## config.mk

```make
export PLATFORM = sky130hd
export DESIGN_NAME = tetris_move_sched
export DESIGN_NICKNAME = d
export VERILOG_FILES = /design/src/rtl/tetris_move_sched.sv
export SDC_FILE = /design/constraint.sdc
export NUM_CORES = 1
export LEC_CHECK = 0
export ABC_AREA = 1
export CAP_MARGIN = 20
export CORE_ASPECT_RATIO = 0.9
export CORE_UTILIZATION = 58
export CTS_CLUSTER_DIAMETER = 120
export DETAILED_ROUTE_END_ITERATION = 10
export GPL_TIMING_DRIVEN = 0
export PLACE_DENSITY = 0.8
export SLEW_MARGIN = 25
export SYNTH_ARGS = -nofsm -noshare
export SYNTH_HDL_FRONTEND = slang
export SYNTH_SLANG_ARGS = --single-unit
```

## constraint.sdc

```tcl
create_clock -name clk -period 2.05 [get_ports clk]
set_input_delay 0.205 -clock clk [delete_from_list [all_inputs] [get_ports clk]]
set_output_delay 0.205 -clock clk [all_outputs]
set_load 0.1 [all_outputs]
```

## src/rtl/tetris_move_sched.sv

```systemverilog
// Move scheduler: edge-detects buttons, applies DAS / soft-drop repeat and gravity, one move pulse per clock.
// Latency: a flag set at edge k pulses at edge k+1; busy=1 stalls every grant while pending flags hold.
module tetris_move_sched #(
  parameter int GRAV_BASE = 60,
  parameter int GRAV_STEP = 4,
  parameter int GRAV_MIN  = 4,
  parameter int DAS_DELAY = 10,
  parameter int DAS_RATE  = 3,
  parameter int CNT_W     = 7
) (
  input  logic       clk,
  input  logic       rst,
  input  logic       E,
  input  logic       tick,
  input  logic       btnL,
  input  logic       btnR,
  input  logic       btnD,
  input  logic       btnU,
  input  logic       Edrop,
  input  logic [3:0] level,
  input  logic       busy,
  output logic       mvL,
  output logic       mvR,
  output logic       mvD,
  output logic       mvRot,
  output logic       mvDrop,
  output logic       grav_pend
);

  typedef enum logic [1:0] {H_IDLE, H_DELAY, H_REPEAT} h_state_t;

  localparam int              GW         = CNT_W + 4;
  localparam logic [GW-1:0]   BASE_W     = GW'(GRAV_BASE);
  localparam logic [GW-1:0]   MIN_W      = GW'(GRAV_MIN);
  localparam logic [CNT_W-1:0] DELAY_LAST = CNT_W'(DAS_DELAY - 1);
  localparam logic [CNT_W-1:0] RATE_LAST  = CNT_W'(DAS_RATE - 1);
  localparam logic [CNT_W-1:0] ONE        = CNT_W'(1);

  logic             armed_q;
  logic [4:0]       btn, prev_q, press;
  logic             pl_q, pr_q, pd_q, pg_q, pu_q, px_q;
  logic             pl_d, pr_d, pd_d, pg_d, pu_d, px_d;
  logic             mvl_q, mvr_q, mvd_q, mvrot_q, mvdrop_q;
  h_state_t         h_state_q, h_state_d;
  logic             h_dir_q, h_dir_d;
  logic [CNT_W-1:0] h_cnt_q, h_cnt_d, d_cnt_q, d_cnt_d, g_cnt_q, g_cnt_d;
  logic             grant_l, grant_r, grant_d, grant_u, grant_x;
  logic             set_l, set_r, set_d, set_g;
  logic             held_dir, held_oth;
  logic [GW-1:0]    grav_dec;
  logic [CNT_W-1:0] period, period_last;

  // armed_q masks the first edge after reset so buttons held through reset never count as presses
  assign btn   = {Edrop, btnU, btnD, btnR, btnL};
  assign press = btn & ~prev_q & {5{armed_q}};

  always_comb begin
    grant_x = ~busy & px_q;
    grant_u = ~busy & ~px_q & pu_q;
    grant_l = ~busy & ~px_q & ~pu_q & pl_q;
    grant_r = ~busy & ~px_q & ~pu_q & ~pl_q & pr_q;
    grant_d = ~busy & ~px_q & ~pu_q & ~pl_q & ~pr_q & (pd_q | pg_q);
  end

  always_comb begin
    grav_dec = GW'(level) * GW'(GRAV_STEP);
    if (grav_dec >= BASE_W - MIN_W) period = CNT_W'(MIN_W);
    else                            period = CNT_W'(BASE_W - grav_dec);
    period_last = period - ONE;
  end

  always_comb begin
    h_state_d = h_state_q;
    h_dir_d   = h_dir_q;
    h_cnt_d   = h_cnt_q;
    set_l     = 1'b0;
    set_r     = 1'b0;
    held_dir  = h_dir_q ? btnR : btnL;
    held_oth  = h_dir_q ? btnL : btnR;
    if (btnL && btnR) begin
      h_state_d = H_IDLE;
      h_cnt_d   = '0;
    end else if (h_state_q == H_IDLE) begin
      if (press[0] || press[1]) begin
        h_dir_d   = press[1];
        set_l     = press[0];
        set_r     = press[1];
        h_state_d = H_DELAY;
        h_cnt_d   = '0;
      end
    end else if (!held_dir) begin
      // releasing the active direction while the other is held restarts DAS the other way
      h_state_d = held_oth ? H_DELAY : H_IDLE;
      h_cnt_d   = '0;
      if (held_oth) begin
        h_dir_d = ~h_dir_q;
        set_l   = h_dir_q;
        set_r   = ~h_dir_q;
      end
    end else if (tick) begin
      if (h_cnt_q == ((h_state_q == H_DELAY) ? DELAY_LAST : RATE_LAST)) begin
        set_l     = ~h_dir_q;
        set_r     = h_dir_q;
        h_state_d = H_REPEAT;
        h_cnt_d   = '0;
      end else begin
        h_cnt_d = h_cnt_q + ONE;
      end
    end
  end

  always_comb begin
    set_d   = 1'b0;
    d_cnt_d = d_cnt_q;
    if (!btnD) begin
      d_cnt_d = '0;
    end else if (press[2]) begin
      set_d   = 1'b1;
      d_cnt_d = '0;
    end else if (tick) begin
      if (d_cnt_q == RATE_LAST) begin
        set_d   = 1'b1;
        d_cnt_d = '0;
      end else begin
        d_cnt_d = d_cnt_q + ONE;
      end
    end

    set_g   = 1'b0;
    g_cnt_d = g_cnt_q;
    if (grant_d || grant_x) begin
      g_cnt_d = '0;
    end else if (tick) begin
      if (g_cnt_q >= period_last) begin
        set_g   = 1'b1;
        g_cnt_d = '0;
      end else begin
        g_cnt_d = g_cnt_q + ONE;
      end
    end

    pl_d = ~grant_l & (pl_q | set_l);
    pr_d = ~grant_r & (pr_q | set_r);
    pd_d = ~grant_d & (pd_q | set_d);
    pg_d = ~grant_d & (pg_q | set_g);
    pu_d = ~grant_u & (pu_q | press[3]);
    px_d = ~grant_x & (px_q | press[4]);
  end

  always_ff @(posedge clk or negedge rst) begin
    if (!rst) begin
      armed_q   <= 1'b0;
      prev_q    <= '0;
      {pl_q, pr_q, pd_q, pg_q, pu_q, px_q} <= '0;
      {mvl_q, mvr_q, mvd_q, mvrot_q, mvdrop_q} <= '0;
      h_state_q <= H_IDLE;
      h_dir_q   <= 1'b0;
      h_cnt_q   <= '0;
      d_cnt_q   <= '0;
      g_cnt_q   <= '0;
    end else begin
      armed_q <= 1'b1;
      prev_q  <= btn;
      if (!E) begin
        {pl_q, pr_q, pd_q, pg_q, pu_q, px_q} <= '0;
        {mvl_q, mvr_q, mvd_q, mvrot_q, mvdrop_q} <= '0;
        h_state_q <= H_IDLE;
        h_dir_q   <= 1'b0;
        h_cnt_q   <= '0;
        d_cnt_q   <= '0;
        g_cnt_q   <= '0;
      end else begin
        {pl_q, pr_q, pd_q, pg_q, pu_q, px_q} <= {pl_d, pr_d, pd_d, pg_d, pu_d, px_d};
        {mvl_q, mvr_q, mvd_q, mvrot_q, mvdrop_q} <= {grant_l, grant_r, grant_d, grant_u, grant_x};
        h_state_q <= h_state_d;
        h_dir_q   <= h_dir_d;
        h_cnt_q   <= h_cnt_d;
        d_cnt_q   <= d_cnt_d;
        g_cnt_q   <= g_cnt_d;
      end
    end
  end

  assign mvL       = mvl_q;
  assign mvR       = mvr_q;
  assign mvD       = mvd_q;
  assign mvRot     = mvrot_q;
  assign mvDrop    = mvdrop_q;
  assign grav_pend = pg_q;

endmodule

```

# Word-level counts from Yosys, hierarchy flattened
# Index checks and enable logic that the tools add are counted.
# Widths: inputs -> output; s select.
[totals]
ff_bits = 41
in_bits = 14
output_inout_bits = 6
elab_cells = 146
[op_classes]
add_sub_neg = 5
n_lt_le_gt_ge = 2
n_eq_ne = 12
muxes = 66
n_bitwise = 36
reduce_logical = 7
[op_table]
columns = ["cell", "n"]
rows = [
  ["$mux 7", 17],
  ["$mux 1", 41],
  ["$add 7x1->7 const B", 3],
  ["$and 1x1->1", 15],
  ["$mux 2", 7],
  ["$not 1->1", 11],
  ["$and 5x5->5", 2],
  ["$ne 4x3->1 const B", 2],
  ["$eq 7x2->1 const B", 1],
  ["$eq 7x4->1", 1],
  ["$ge 7x7->1", 1],
  ["$or 1x1->1", 7],
  ["$sub 6x6->7 const A", 1],
  ["$sub 7x1->7 const B", 1],
  ["$ge 6x6->1 const B", 1],
  ["$ne 3x1->1 const B", 2],
  ["$ne 3x2->1 const B", 2],
  ["$ne 5x2->1 const B", 1],
  ["$ne 5x3->1 const B", 1],
  ["$not 5->5", 1],
  ["$mux 4", 1],
  ["$reduce_and 4->1", 1],
  ["$reduce_and 3->1", 1],
  ["$eq 2x1->1 const B", 1],
  ["5 further kinds", 6],
]

# Depth between registers and ports, before layout
[depth]
ltp_word = 11
depth_mapped = 12

# Worst setup path before layout
# No wires, ideal clock.
[synth_path]
path_kind = "input to register"
start = "input port level[1]"
end = "register g_cnt_q[5]"
arrival_ns = 1.837
required_ns = 1.979
setup_slack_ns = 0.141
cell_stages = 12
n_path_buf = 0
path_cell_list = "nand2_1 -> o21ai_0 -> inv_1 -> ha_1 -> xor2_1 -> ha_1 -> a21oi_1 -> o21a_1 -> o21ai_1 -> a21oi_2 -> nand2_1 -> nor2_1"
[synth_between]
elab_chain_len = 8
[synth_lines]
columns = ["item", "line_no", "rtl"]
rows = [
  ["start: declaration", "20", "input logic [3:0] level,"],
  ["$sub 6x6->7 or $ge 6x6->1 (tied branches)", "68, 67", ""],
  ["$mux 7 (*)", "67", "if (grav_dec >= BASE_W - MIN_W) period = CNT_W'(MIN_W);"],
  ["$sub 7x1->7 (*)", "69", "period_last = period - ONE;"],
  ["$ge 7x7->1 (*)", "134", "if (g_cnt_q >= period_last) begin"],
  ["$mux 7 (*)", "134", ""],
  ["$mux 7 (*)", "133", "end else if (tick) begin"],
  ["$mux 7 (*)", "131", "if (grant_d || grant_x) begin"],
  ["$mux 7 (*)", "164", "if (!E) begin"],
  ["end signal: assignment", "179", "g_cnt_q <= g_cnt_d;"],
  ["end: declaration", "46", "logic [CNT_W-1:0] h_cnt_q, h_cnt_d, d_cnt_q, d_cnt_d, g_cnt_q, g_cnt_d;"],
]
# Mark *: on every way between the ends. The rest lies on a longest branch, timed or not. The select of a mux whose other input is x is not followed.
# A chain may end at the register's enable or synchronous reset.

# Worst setup path in the final report
[layout_path]
start = "register mvl_q, in the netlist mvL"
end = "output port mvL"
[layout_rtl]
columns = ["item", "line_no", "rtl"]
rows = [
  ["start: declaration", "43", "logic mvl_q, mvr_q, mvd_q, mvrot_q, mvdrop_q;"],
  ["start signal: assignment", "174", "{mvl_q, mvr_q, mvd_q, mvrot_q, mvdrop_q} <= {grant_l, grant_r, grant_d, grant_u, grant_x};"],
  ["end: declaration", "22", "output logic mvL,"],
]
# No word-level cell between the ends.

==> flow_summary.yaml <==
sta:
  fin_crit_sh_pct: 96.0
  layout_min_cycle_time_ns: 1.97
  rsz0062_at_grt: "no"
  slew_headroom_pct: 35.1
  fin_tns_setup_ns: 0
  drv_slew: 0
  tightest_slew_ns: 0.970
  clock_skew_ns: 0.00843
  fin_ws_ns: 0.0813
  finalHoldViolations: 0
  hold-worst-slack_ns: 0.373
  setup_viol: 0
  fmax_mhz: 508
synthesis:
  yosysWarnings: 0
  syn_avg_cell_area_sq_um: 8.01
  synth_cell_type_count: 40
  syn_inst: 300
  synth_edf_count: 0
  synth_nets: 324
  ys.flop_type: "dfrtp_1"
  synth_area_sq_um: 2400
  ys_seq_area_share_pct: 42.7
  ys_seq_elements: 41
  synth_async_sr_flop_share_pct: 100
clocking:
  clock-root-buffer: "clkbuf_8"
  clk_pin_slew_ns: 0.08
  clk_latency_ns: 0.30
  cts.sinks: 41
  cts_tree: "done"
  cts_buffers: 5
  cts_max_path_buffers: 2
  htree_levels: 2
setup_path:
  start_kind: "flop"
  worstPathMaxFanout: 1
  r2r-start: "g_cnt_q[2]"
  critPathKind: "reg -> out"
  crit_chain: "clkdlybuf4s50_1"
  cp-startpoint: "mvL"
  cp_slowest_cell: "clkdlybuf4s50_1"
  worstPathArrival_ns: 1.76
  critPathMaxStageDelay_ns: 1.13
  cp_data_required_time_ns: 1.85
  worst-path-buf-inv: 1
  crit_path_end_kind: "output port"
  critPathTopFamily: "buffers and inverters"
cells_and_area:
  final_cells: 377
  drive_gt1_share_pct: 17.5
  fin_nets: 354
  final_common_cell: "nand2_1"
  area_growth_pct: 20.1
  regArea_sq_um: 1030
  diodes: 0
  layout_common_cells: "nand2_1 (52), dfrtp_1 (41), inv_1 (38), nor2_1 (31), nand3_1 (21)"
  nFillCells: 290
  multi_input_area_sq_um: 1230
outcome:
  outcome: "finished clean"
grt:
  grt_max_degree: 22
  overflow: 0
  grt_pass1_wl_um: 8470
  grt.total_usage_pct: 24.3
  antenna_found_initial: 0
  grt_pass1_vias: 1950
detailed_routing:
  final_antenna_net_count: 0
  drt_first_pass_iters: 4
  dr.first_iter.drc_count: 133
  wl_per_cell_um: 12.8
  drc: 0
  viasPerCell: 5.47
  vias: 2064
  wl_um: 4810
floorplan:
  pin_count: 20
  core.rowCount: 21
  die_h_um: 63.1
  initial_core_util_pct: 62.7
  core-area_sq_um: 3840
  design.die.area_sq_um: 4410
  die_w_um: 69.9
hold_path:
  hold_class: "in -> reg"
  holdCritStartpoint: "Edrop"
placement:
  place.gp.congestion: 0.860
  hpwlAfterDp_um: 3470
  place_ws_ns: -0.682
  dp.cells: 366
  port_buffers: 19
power_and_ir_drop:
  p_leak_nw: 1.39
  peakVddDrop_v: 0.000469
  p_per_area_nw_per_um2: 777
job:
  maxCapViolCount: 0
[registers in the layout, indices dropped and copies added (netlist names)]
| name | cells |
|---|---|
| armed_q | 1 |
| d_cnt_q | 7 |
| g_cnt_q | 7 |
| grav_pend | 1 |
| h_cnt_q | 7 |
| h_dir_q | 1 |
| h_state_q | 2 |
| mvD | 1 |
| mvDrop | 1 |
| mvL | 1 |
| mvR | 1 |
| mvRot | 1 |
| pd_q | 1 |
| pl_q | 1 |
| pr_q | 1 |
| prev_q | 5 |
| pu_q | 1 |
| px_q | 1 |
[routing by layer]
metal / global-route usage [%] / vias to the layer above / part of all wire (%)
met5: 0 / - / 0
met1: 33.3 / 958 / 47
met2: 38.5 / 52 / 47
li1: - / 1045 / -
met4: 10.3 / 0 / 1.8
met3: 3.84 / 9 / 3.9
[report_power, final]
part	leakage (nW)	internal, mW	total, mW	switching, mW
Clock	0.0681	0.484	0.770	0.287
Combinational	0.776	0.199	0.563	0.365
Sequential	0.551	0.863	0.912	0.0487
[cell usage after synthesis (2+ instances only)]
cell      count  area share, %
o21ai_1       4           0.83
o21ai_2       3            1.1
o21ai_0      10            2.1
a21oi_1      15            3.1
dfrtp_1      41             43
ha_1         10            5.2
inv_2        11            1.7
nor3_1       10            2.1
inv_1        40            6.2
nor2_2        2           0.52
nor3_2        4            1.7
nand2_2       4            1.0
nor2_1       31            4.8
o21a_1        3           0.94
or2_2         2           0.52
nand2_1      53            8.3
nand3_1      21            4.4
nor2_4        2           0.94
a211oi_1      3           0.94
a31oi_1       3           0.78
nand4_1       9            2.3
[logic make-up after synthesis]
logic type,share of synthesized area (%)
AND/OR/NAND/NOR,30.2
XOR/XNOR,0.364
AO/OA/AOI/OAI,12.8
adder cells (fa/ha/maj),5.21
other,0.156
flip-flops,42.7
buffers and inverters,8.59
[metrics by stage]
stage	instance area, sq um	power [mW]	util [%]
6_report	2890	2.25	75.3
5_1_grt	2890	2.35	75.3
4_1_cts	2840	2.25	74.1
3_5_place_dp	2670	1.46	69.7
3_3_place_gp	2650	1.45	69.1
2_1_floorplan	2400	1.32	-
[final cells by class]
type	instances	share of cell area [%]
Buffer	2	0.520
Clock buffer	5	2.38
Tap cell	46	1.99
Multi-Input combinational cell	206	42.5
Timing Repair Buffer	23	8.15
Inverter	51	6.63
Sequential cell	41	35.5
Clock inverter	3	2.25
[final timing paths]
check / endpoint / slack [ns] / depth (start not counted)
setup / recovery: mvL / 0.08 / 1
hold / removal: prev_q[4] / 0.37 / 1
setup reg to reg: g_cnt_q[6] / 0.49 / 7
hold reg to reg: mvRot / 0.48 / 1
max in group asynchronous: g_cnt_q[6] / 1.16 / 3
min in group asynchronous: h_cnt_q[1] / 0.41 / 2
[what timing repair did]
action                     CTS  global route
pin swaps                   13             7
setup endpoints to repair    8             8
buffers inserted             2             0
gates resized for setup      9            11
hold buffers                 1             0
hold endpoints to repair    20             0
Note: power is estimated with default switching activity, not from simulation.
